[config.mk]
export PLATFORM = sky130hd
export DESIGN_NAME = out_requant
export DESIGN_NICKNAME = d
export VERILOG_FILES = /design/src/rtl/out_requant_pkg.sv /design/src/rtl/out_requant_lane.sv /design/src/rtl/out_requant.sv
export SDC_FILE = /design/constraint.sdc
export NUM_CORES = 1
export LEC_CHECK = 0
export CAP_MARGIN = 20
export CORE_ASPECT_RATIO = 1.75
export CORE_MARGIN = 5
export CORE_UTILIZATION = 60
export DETAILED_ROUTE_END_ITERATION = 8
export PLACE_DENSITY = 0.9
export SYNTH_ARGS = -nofsm -noshare
export SYNTH_HDL_FRONTEND = slang
export SYNTH_HIERARCHICAL = 1
export SYNTH_SLANG_ARGS = --single-unit
[constraint.sdc]
create_clock -name CLK -period 16.8 [get_ports CLK]
set_input_delay 3.36 -clock CLK [delete_from_list [all_inputs] [get_ports CLK]]
set_output_delay 3.36 -clock CLK [all_outputs]
set_load 0.005 [all_outputs]
[src/rtl/out_requant_pkg.sv]
// Shared types and constants for the output requantizer: FSM encoding,
// MNT field positions, lane widths and the signed 8-bit saturation window.
package out_requant_pkg;

  typedef enum logic [2:0] {
    ST_IDLE  = 3'd0,
    ST_RD_LO = 3'd1,
    ST_RD_HI = 3'd2,
    ST_WR    = 3'd3,
    ST_FIN   = 3'd4
  } state_e;

  localparam int M_MSB = 11;
  localparam int M_LSB = 8;
  localparam int T_MSB = 3;
  localparam int T_LSB = 0;

  localparam int ACC_W = 16;
  localparam int Q_W   = 8;

  localparam logic [3:0] DIM_MAX = 4'd8;

  localparam logic signed [ACC_W:0] ROUND_ONE = 17'sd1;
  localparam logic signed [ACC_W:0] SAT_MAX   = 17'sd127;
  localparam logic signed [ACC_W:0] SAT_MIN   = -17'sd128;
  localparam logic [Q_W-1:0]        Q_MAX     = 8'h7F;
  localparam logic [Q_W-1:0]        Q_MIN     = 8'h80;

  // Dimensions above the array size collapse to the array size; zero stays zero.
  function automatic logic [3:0] clamp_dim(input logic [3:0] v);
    logic [3:0] r;
    if (v > DIM_MAX) begin
      r = DIM_MAX;
    end else begin
      r = v;
    end
    return r;
  endfunction

endpackage

[src/rtl/out_requant_lane.sv]
// One requantization lane: optional ReLU, rounding arithmetic right shift,
// then saturation of a signed 16-bit accumulation to signed 8 bits.
module requant_lane
  import out_requant_pkg::*;
(
  input  logic [ACC_W-1:0] x_i,
  input  logic [3:0]       shift_i,
  input  logic             relu_i,
  output logic [Q_W-1:0]   y_o
);

  // One guard bit keeps x + 2^(shift-1) from wrapping near +32767.
  logic signed [ACC_W:0] x_s;
  logic signed [ACC_W:0] rnd_s;
  logic signed [ACC_W:0] sum_s;
  logic signed [ACC_W:0] y_s;

  always_comb begin
    if (relu_i && x_i[ACC_W-1]) begin
      x_s = '0;
    end else begin
      x_s = $signed({x_i[ACC_W-1], x_i});
    end

    if (shift_i == 4'd0) begin
      rnd_s = '0;
    end else begin
      rnd_s = ROUND_ONE <<< (shift_i - 4'd1);
    end

    sum_s = x_s + rnd_s;
    y_s   = sum_s >>> shift_i;

    if (y_s > SAT_MAX) begin
      y_o = Q_MAX;
    end else if (y_s < SAT_MIN) begin
      y_o = Q_MIN;
    end else begin
      y_o = y_s[Q_W-1:0];
    end
  end

endmodule

[src/rtl/out_requant.sv]
// Reads the 16x64 accumulator SRAM row by row (low word, high word), requantizes
// each 16-bit lane to 8 bits and writes one packed 64-bit row per T index.
module out_requant
  import out_requant_pkg::*;
#(
  parameter int LANES_IN  = 4,
  parameter int LANES_OUT = 8,
  parameter int ROWS      = 8
) (
  input  logic                      CLK,
  input  logic                      RSTN,
  input  logic                      START,
  input  logic [11:0]               MNT,
  input  logic [3:0]                SHIFT,
  input  logic                      RELU_EN,
  output logic                      EN_R,
  output logic [3:0]                ADDR_R,
  input  logic [LANES_IN*ACC_W-1:0] RDATA_R,
  output logic                      EN_Q,
  output logic                      RW_Q,
  output logic [2:0]                ADDR_Q,
  output logic [LANES_OUT*Q_W-1:0]  WDATA_Q,
  output logic                      BUSY,
  output logic                      DONE
);

  localparam int         IN_W     = LANES_IN * ACC_W;
  localparam int         HALF_W   = LANES_IN * Q_W;
  localparam logic [2:0] LAST_ROW = 3'(ROWS - 1);

  state_e            state_q;
  logic [2:0]        row_q;
  logic [3:0]        m_q;
  logic [3:0]        t_q;
  logic [3:0]        shift_q;
  logic              relu_q;
  logic              start_prev_q;
  logic              row_valid_q;
  logic [HALF_W-1:0] lo_q;
  logic              en_r_q;
  logic [3:0]        addr_r_q;
  logic              en_q_q;
  logic              rw_q_q;
  logic [2:0]        addr_q_q;
  logic              busy_q;
  logic              done_q;

  logic [Q_W-1:0]    lane_s [LANES_IN];
  logic [HALF_W-1:0] lo_d;
  logic [HALF_W-1:0] hi_s;
  logic              start_edge_s;
  logic              row_lt_t_s;
  logic              next_lt_t_s;
  logic [2:0]        row_inc_s;
  logic [3:0]        m_start_s;
  logic [3:0]        t_start_s;
  logic              mnt_n_unused_s;

  // The same four lanes requantize the low word in RD_HI and the high word in WR.
  for (genvar g = 0; g < LANES_IN; g++) begin : g_lane
    requant_lane u_lane (
      .x_i     (RDATA_R[IN_W-1-g*ACC_W -: ACC_W]),
      .shift_i (shift_q),
      .relu_i  (relu_q),
      .y_o     (lane_s[g])
    );
  end

  assign start_edge_s   = START & ~start_prev_q;
  assign row_inc_s      = row_q + 3'd1;
  assign row_lt_t_s     = ({1'b0, row_q} < t_q);
  assign next_lt_t_s    = (({1'b0, row_q} + 4'd1) < t_q);
  assign m_start_s      = clamp_dim(MNT[M_MSB:M_LSB]);
  assign t_start_s      = clamp_dim(MNT[T_MSB:T_LSB]);
  assign mnt_n_unused_s = ^MNT[7:4];

  // Column masking: low word carries columns 1..4, high word columns 5..8.
  always_comb begin
    lo_d = '0;
    hi_s = '0;
    for (int i = 0; i < LANES_IN; i++) begin
      if (4'(i + 1) <= m_q) begin
        lo_d[HALF_W-1-i*Q_W -: Q_W] = lane_s[i];
      end else begin
        lo_d[HALF_W-1-i*Q_W -: Q_W] = '0;
      end
      if (4'(i + 1 + LANES_IN) <= m_q) begin
        hi_s[HALF_W-1-i*Q_W -: Q_W] = lane_s[i];
      end else begin
        hi_s[HALF_W-1-i*Q_W -: Q_W] = '0;
      end
    end
  end

  // Row sequencer; every SRAM strobe is registered one state ahead of use.
  always_ff @(posedge CLK or negedge RSTN) begin
    if (!RSTN) begin
      state_q      <= ST_IDLE;
      row_q        <= 3'd0;
      m_q          <= 4'd0;
      t_q          <= 4'd0;
      shift_q      <= 4'd0;
      relu_q       <= 1'b0;
      start_prev_q <= 1'b0;
      row_valid_q  <= 1'b0;
      lo_q         <= '0;
      en_r_q       <= 1'b0;
      addr_r_q     <= 4'd0;
      en_q_q       <= 1'b0;
      rw_q_q       <= 1'b0;
      addr_q_q     <= 3'd0;
      busy_q       <= 1'b0;
      done_q       <= 1'b0;
    end else begin
      start_prev_q <= START;
      case (state_q)
        ST_IDLE: begin
          done_q <= 1'b0;
          if (start_edge_s) begin
            state_q  <= ST_RD_LO;
            row_q    <= 3'd0;
            m_q      <= m_start_s;
            t_q      <= t_start_s;
            shift_q  <= SHIFT;
            relu_q   <= RELU_EN;
            busy_q   <= 1'b1;
            en_r_q   <= (t_start_s != 4'd0);
            addr_r_q <= 4'd0;
          end else begin
            state_q <= ST_IDLE;
          end
        end
        ST_RD_LO: begin
          state_q <= ST_RD_HI;
          en_r_q  <= row_lt_t_s;
          if (row_lt_t_s) begin
            addr_r_q <= {row_q, 1'b1};
          end else begin
            addr_r_q <= 4'd0;
          end
        end
        ST_RD_HI: begin
          state_q     <= ST_WR;
          en_r_q      <= 1'b0;
          addr_r_q    <= 4'd0;
          row_valid_q <= row_lt_t_s;
          if (row_lt_t_s) begin
            lo_q <= lo_d;
          end else begin
            lo_q <= '0;
          end
          en_q_q   <= 1'b1;
          rw_q_q   <= 1'b1;
          addr_q_q <= row_q;
        end
        ST_WR: begin
          en_q_q      <= 1'b0;
          rw_q_q      <= 1'b0;
          addr_q_q    <= 3'd0;
          row_valid_q <= 1'b0;
          if (row_q == LAST_ROW) begin
            state_q <= ST_FIN;
            busy_q  <= 1'b0;
            done_q  <= 1'b1;
          end else begin
            state_q <= ST_RD_LO;
            row_q   <= row_inc_s;
            en_r_q  <= next_lt_t_s;
            if (next_lt_t_s) begin
              addr_r_q <= {row_inc_s, 1'b0};
            end else begin
              addr_r_q <= 4'd0;
            end
          end
        end
        ST_FIN: begin
          state_q <= ST_IDLE;
          done_q  <= 1'b0;
        end
        default: begin
          state_q <= ST_IDLE;
          en_r_q  <= 1'b0;
          en_q_q  <= 1'b0;
          rw_q_q  <= 1'b0;
          busy_q  <= 1'b0;
          done_q  <= 1'b0;
        end
      endcase
    end
  end

  assign EN_R    = en_r_q;
  assign ADDR_R  = addr_r_q;
  assign EN_Q    = en_q_q;
  assign RW_Q    = rw_q_q;
  assign ADDR_Q  = addr_q_q;
  assign BUSY    = busy_q;
  assign DONE    = done_q;
  assign WDATA_Q = ((state_q == ST_WR) && row_valid_q) ? {lo_q, hi_s} : '0;

endmodule
## After elaboration in Yosys (flattened, before gate mapping)

Index checks and enable logic that the tools add are counted.

- Output and inout bits: 76
- Register bits: 64

- Bitwise gates (word level): 5
- Magnitude comparators: 20
- Add/sub/neg operators: 7
- Shifts and indexed selects: 5
- Reduce and logical (&&, ||, !) cells: 20
- Equal/unequal tests: 8
- Mux-type cells: 47

Operators by type and width:

| kind | number |
|---|---|
| two-way mux 8 bit | 16 |
| two-way mux 17 bit | 5 |
| adder 17 bit | 4 |
| greater-than comparator 17 x 8 -> 1 bit (second input constant) | 4 |
| less-than comparator 17 x 8 -> 1 bit (second input constant) | 4 |
| >>> shifter 17 x 4 -> 17 bit | 4 |
| two-way mux 64 bit | 1 |
| two-way mux 32 bit | 1 |
| two-way mux 4 bit | 6 |
| <<< shifter 2 x 4 -> 17 bit (first input constant) | 1 |
| less-or-equal comparator 3 x 4 -> 1 bit (first input constant) | 4 |
| case mux 4 bit (4 select lines) | 1 |
| case mux 3 bit (2 select lines) | 2 |
| case mux 3 bit (4 select lines) | 1 |
| AND reduction 3 bit | 4 |
| two-way mux 3 bit | 3 |
| greater-than comparator 4 bit (second input constant) | 2 |
| less-or-equal comparator 2 x 4 -> 1 bit (first input constant) | 2 |
| nonzero test 4 bit | 2 |
| equality test 3 x 2 -> 1 bit (second input constant) | 2 |
| equality test 3 bit (second input constant) | 2 |
| two-way mux 1 bit | 6 |
| != test 2 bit (second input constant) | 3 |
| case mux 1 bit (2 select lines) | 3 |
| 19 further kinds | 29 |

## Depth between registers and ports, before layout

- Depth in word-level cells: 10
- Gate-level depth with buffers: 20
- Mapped depth without buffers: 18

## Modules after synthesis

The synthesis kept the hierarchy.

Modules (own cells, without submodules):

| module | area each (µm²) | sequential area each (µm²) | cells an instance | times used |
|---|---|---|---|---|
| requant_lane (g_lane[1].u_lane ...) | 2198.4 | 0.0 | 306 | 3 |
| out_requant | 3183.1 | 1601.5 | 301 | 1 |
| requant_lane (g_lane[0].u_lane) | 2232.1 | 0.0 | 332 | 1 |

## Worst setup path after synthesis

OpenSTA, ideal clock, no wires.

- Kind: input -> output
- From: input port RDATA_R[63]
- To: output port WDATA_Q[29]
- Setup slack: 6383 ps
- Arrival: 7057 ps
- Cell stages on the path: 16
- Required time: 13440 ps
- Cell sequence: nand2_1 -> clkbuf_1 -> and2_1 -> ha_1 -> buf_2 -> a21oi_2 -> o22ai_1 -> or2_0 -> or3_1 -> and2_4 -> mux4_2 -> o32a_1 -> o31a_1 -> o41a_1 -> a31o_1 -> and2_1

RTL lines:

| element | RTL line | source |
|---|---|---|
| start: declaration | out_requant.sv:18 | `input logic [LANES_IN*ACC_W-1:0] RDATA_R,` |
| end: declaration | out_requant.sv:22 | `output logic [LANES_OUT*Q_W-1:0] WDATA_Q,` |

==> flow_summary.ini <==
[route]
drc = 0
ant_nets = 0
wl_um = 39300
viasPerCell = 6.89
dr.first_iter.drc_count = 1324
dr_total_vias = 12918
dr.pass1.iters = 8
wl_per_cell_um = 20.9

[cts]
post_cts_resize_count = 0
clock_latency_ns = 0.33
cts_tree = done
ctsLongestPathBuffers = 2
ctsHoldBuffers = 0
cts.sinks = 64
clk_pin_slew_ns = 0.05
root_buffer = clkbuf_16
cts_inserted_buffers = 9
cts_htree_levels = 3
cts_setup_buffers = 0

[status]
outcome = finished clean

[grt]
grt_first_pass_wirelength_um = 62000
grt_overflow = 0
antenna_found_initial = 0
grt_pass1_vias = 12637
grt_max_degree = 65
grtUsageTotal_pct = 33.1

[timing]
setup-violations-final = 0
min_period_over_period_pct = 73.4
hold_viol_final = 0
rsz0062_at_grt = no
worst_pin_slew_ns = 1.05
finClkSkew_ns = 0.0101
slew_viol_final = 0
max-slew-margin-rel_pct = 29.5
fmax_ghz = 0.0811
fin_tns_setup_ns = 0
fin_crit_ns = 12.33

[worst_setup_path]
crit_fanout = 15
reg2regPathDepth = 18
critPathSlowestCell = xnor2_1
regToRegStartpoint = shift_q[1]$_DFFE_PN0P_
r2r-end = lo_q[1]$_DFFE_PN0P_
worstPathArrival_ns = 8.97
crit_path_start_kind = input pin
crit_buf_inv = 3
critical_path_required_ns = 13.44
r2r_slack_ns = 10.35
path_class = input pin to primary output
crit_path_end_kind = primary output
crit_chain = clkdlybuf4s50_1, nand2_1, and2_1, ha_1, a21oi_1, o22ai_1, o211ai_1, nand4_1, xnor2_1, inv_1, a221oi_1, and3_4, nand2_1, nor4b_2, o22ai_1, and3_1, clkdlybuf4s50_1
slowest_delay_ns = 0.83
path_delay_family = simple AND/OR/NAND/NOR gates

[power_and_ir_drop]
p_per_area_nw_per_um2 = 194
vdd_ir_drop_max_mv = 0.197
p_leak_uw = 0.00583

[die]
rows = 68
fp.dieW_um = 117
io_pins = 160
initial_core_util_pct = 60.8
die_h_um = 197
core_um2 = 19700
die_area_um2 = 23100

[worst_hold_path]
worstHoldEndpoint = ADDR_R[0]$_DFFE_PN0P_
hp-start = ADDR_R[0]$_DFFE_PN0P_
hold_depth = 1
worstHoldPathType = register to register

[yosys]
seq_area_frac_synth_pct = 13.3
ys_seq_elements = 64
synth-edff-count = 0
synth_nets = 1710
synth_top_cell_area_share_pct = 13.3
yosys-top-cells-area = dfrtp_1 (13%), ha_1 (7.4%), and2_1 (7.1%)
synth_top_area_cell = dfrtp_1
synth_warnings = 6
postSynthCellCount = 1551
async_flop_share_pct = 100
ys.flop_type = dfrtp_1
syn_area_per_cell_um2 = 7.74
synth_area_um2 = 12000
yosysUniqueCellTypes = 96

[placement]
hpwlAfterDp_um = 30400
gp_congestion = 1.00
port_buffers = 155

[flow_run]
maxCapViolCount = 0

[cells_and_area]
n_antenna_cell = 0
nets = 1785
utilization_pct = 69.8
syn2layout_area_growth_pct = 14.6
fill_cells = 1632
drive_gt1_share_pct = 9.07
## per-stage QoR
step / area (um^2) / total power [uW] / hold WS (ns) / setup slack (ns) / cells
final: 13800 / 2670 / 0.480 / 4.47 / 1876
after global placement: 13400 / 2330 / 0.464 / 4.63 / 1858
after global routing: 13800 / 2850 / 0.508 / 4.17 / 1876
after detailed placement: 13400 / 2390 / 0.468 / 4.50 / 1858
after floorplan: 12000 / 1910 / 0.450 / 6.38 / 1551
after CTS: 13700 / 2610 / 0.479 / 4.49 / 1874
## synthesized netlist by cell type, types with 20 or more instances
cell type and n:
and2_1 137, nor2_1 137, nand2_1 134, a21oi_1 99, ha_1 71, dfrtp_1 64, o21ai_0 63, clkbuf_1 55
inv_1 47, a22o_1 35, nor3_1 35, o211ai_1 33, mux2i_1 30, mux4_2 30, a21o_1 28, and3_1 28
nand3_1 28, xor2_1 28, xnor2_1 26, nand2b_1 25, mux2_2 23, nand4_1 21, o22ai_1 20
## placed cells by master, fill, tap and decap left out, drive strengths merged, types with 29 or more instances in the layout
| cell | instances |
|---|---|
| clkdlybuf4s50 | 154 |
| and2 | 145 |
| nor2 | 138 |
| nand2 | 134 |
| a21oi | 105 |
| o21ai | 74 |
| ha | 71 |
| dfrtp | 64 |
| inv | 47 |
| nor3 | 38 |
| a22o | 35 |
| and3 | 34 |
| o211ai | 33 |
| mux4 | 33 |
| mux2i | 30 |
| xor2 | 29 |
| xnor2 | 29 |
## worst register-to-register path, delay by kind of cell, from the launching register on
family / cells / cell delay [ns]
DFF: 1 / 0.34
and+or+nand+nor: 7 / 1.86
adders and majority gates: 1 / 0.47
AOI/OAI and AO/OA: 5 / 1.43
buffers and inverters: 4 / 1.77
xor gates and xnor gates: 1 / 0.46
## layout make-up
cell class	instances	area (um^2)	area share, %
repair buffers	168	1660	12.1
inverters	50	188	1.36
flip-flops and latches	64	1610	11.7
clock buffers	11	253	1.84
multi-input cells	1333	9680	70.3
well taps	245	307	2.23
clock inverters	5	78.8	0.572
## report_power, final
group / internal, uW / leakage, uW / switching [uW]
sequential: 218 / 0.000822 / 75.4
combinational: 871 / 0.00484 / 1300
clock: 138 / 0.000165 / 67.9
## sequential cells by signal, indices dropped and copies added, names as in the netlist, 3 cells and up
signal / count
row_q: 3
t_q: 4
ADDR_Q: 3
m_q: 4
lo_q: 32
shift_q: 4
ADDR_R: 4
state_q: 3
## how the worst max path moves through the flow
stage	startpoint	to	slack [ns]	cells after the start
finish	RDATA_R[15]	WDATA_Q[1]	4.47	17
global route	RDATA_R[15]	WDATA_Q[1]	4.17	16
CTS	RDATA_R[63]	WDATA_Q[29]	4.49	16
detailed placement	RDATA_R[63]	WDATA_Q[29]	4.50	16
global placement	RDATA_R[63]	WDATA_Q[29]	4.63	18
floorplan	RDATA_R[63]	WDATA_Q[29]	6.38	16
## cell families (layout without fill, tap and decap cells)
group / Yosys count / count (layout) / share of synthesized area (%)
AO/OA/AOI/OAI: 473 / 473 / 29.0
XOR/XNOR: 58 / 58 / 4.48
adder cells (fa/ha/maj): 75 / 75 / 8.06
buffers and inverters: 154 / 234 / 6.10
flip-flops: 64 / 64 / 13.3
multiplexers: 86 / 86 / 10.9
other: 4 / 4 / 0.125
AND/OR/NAND/NOR: 637 / 637 / 28.0
## layer usage
metal	part of all wire [%]	GRT usage, %	vias up
met5	0	0	-
met4	6.5	18.6	0
met2	52	60.3	691
li1	-	-	5947
met3	6.4	2.70	197
met1	35	36.7	6083
Note: power is estimated with default switching activity, not from simulation.
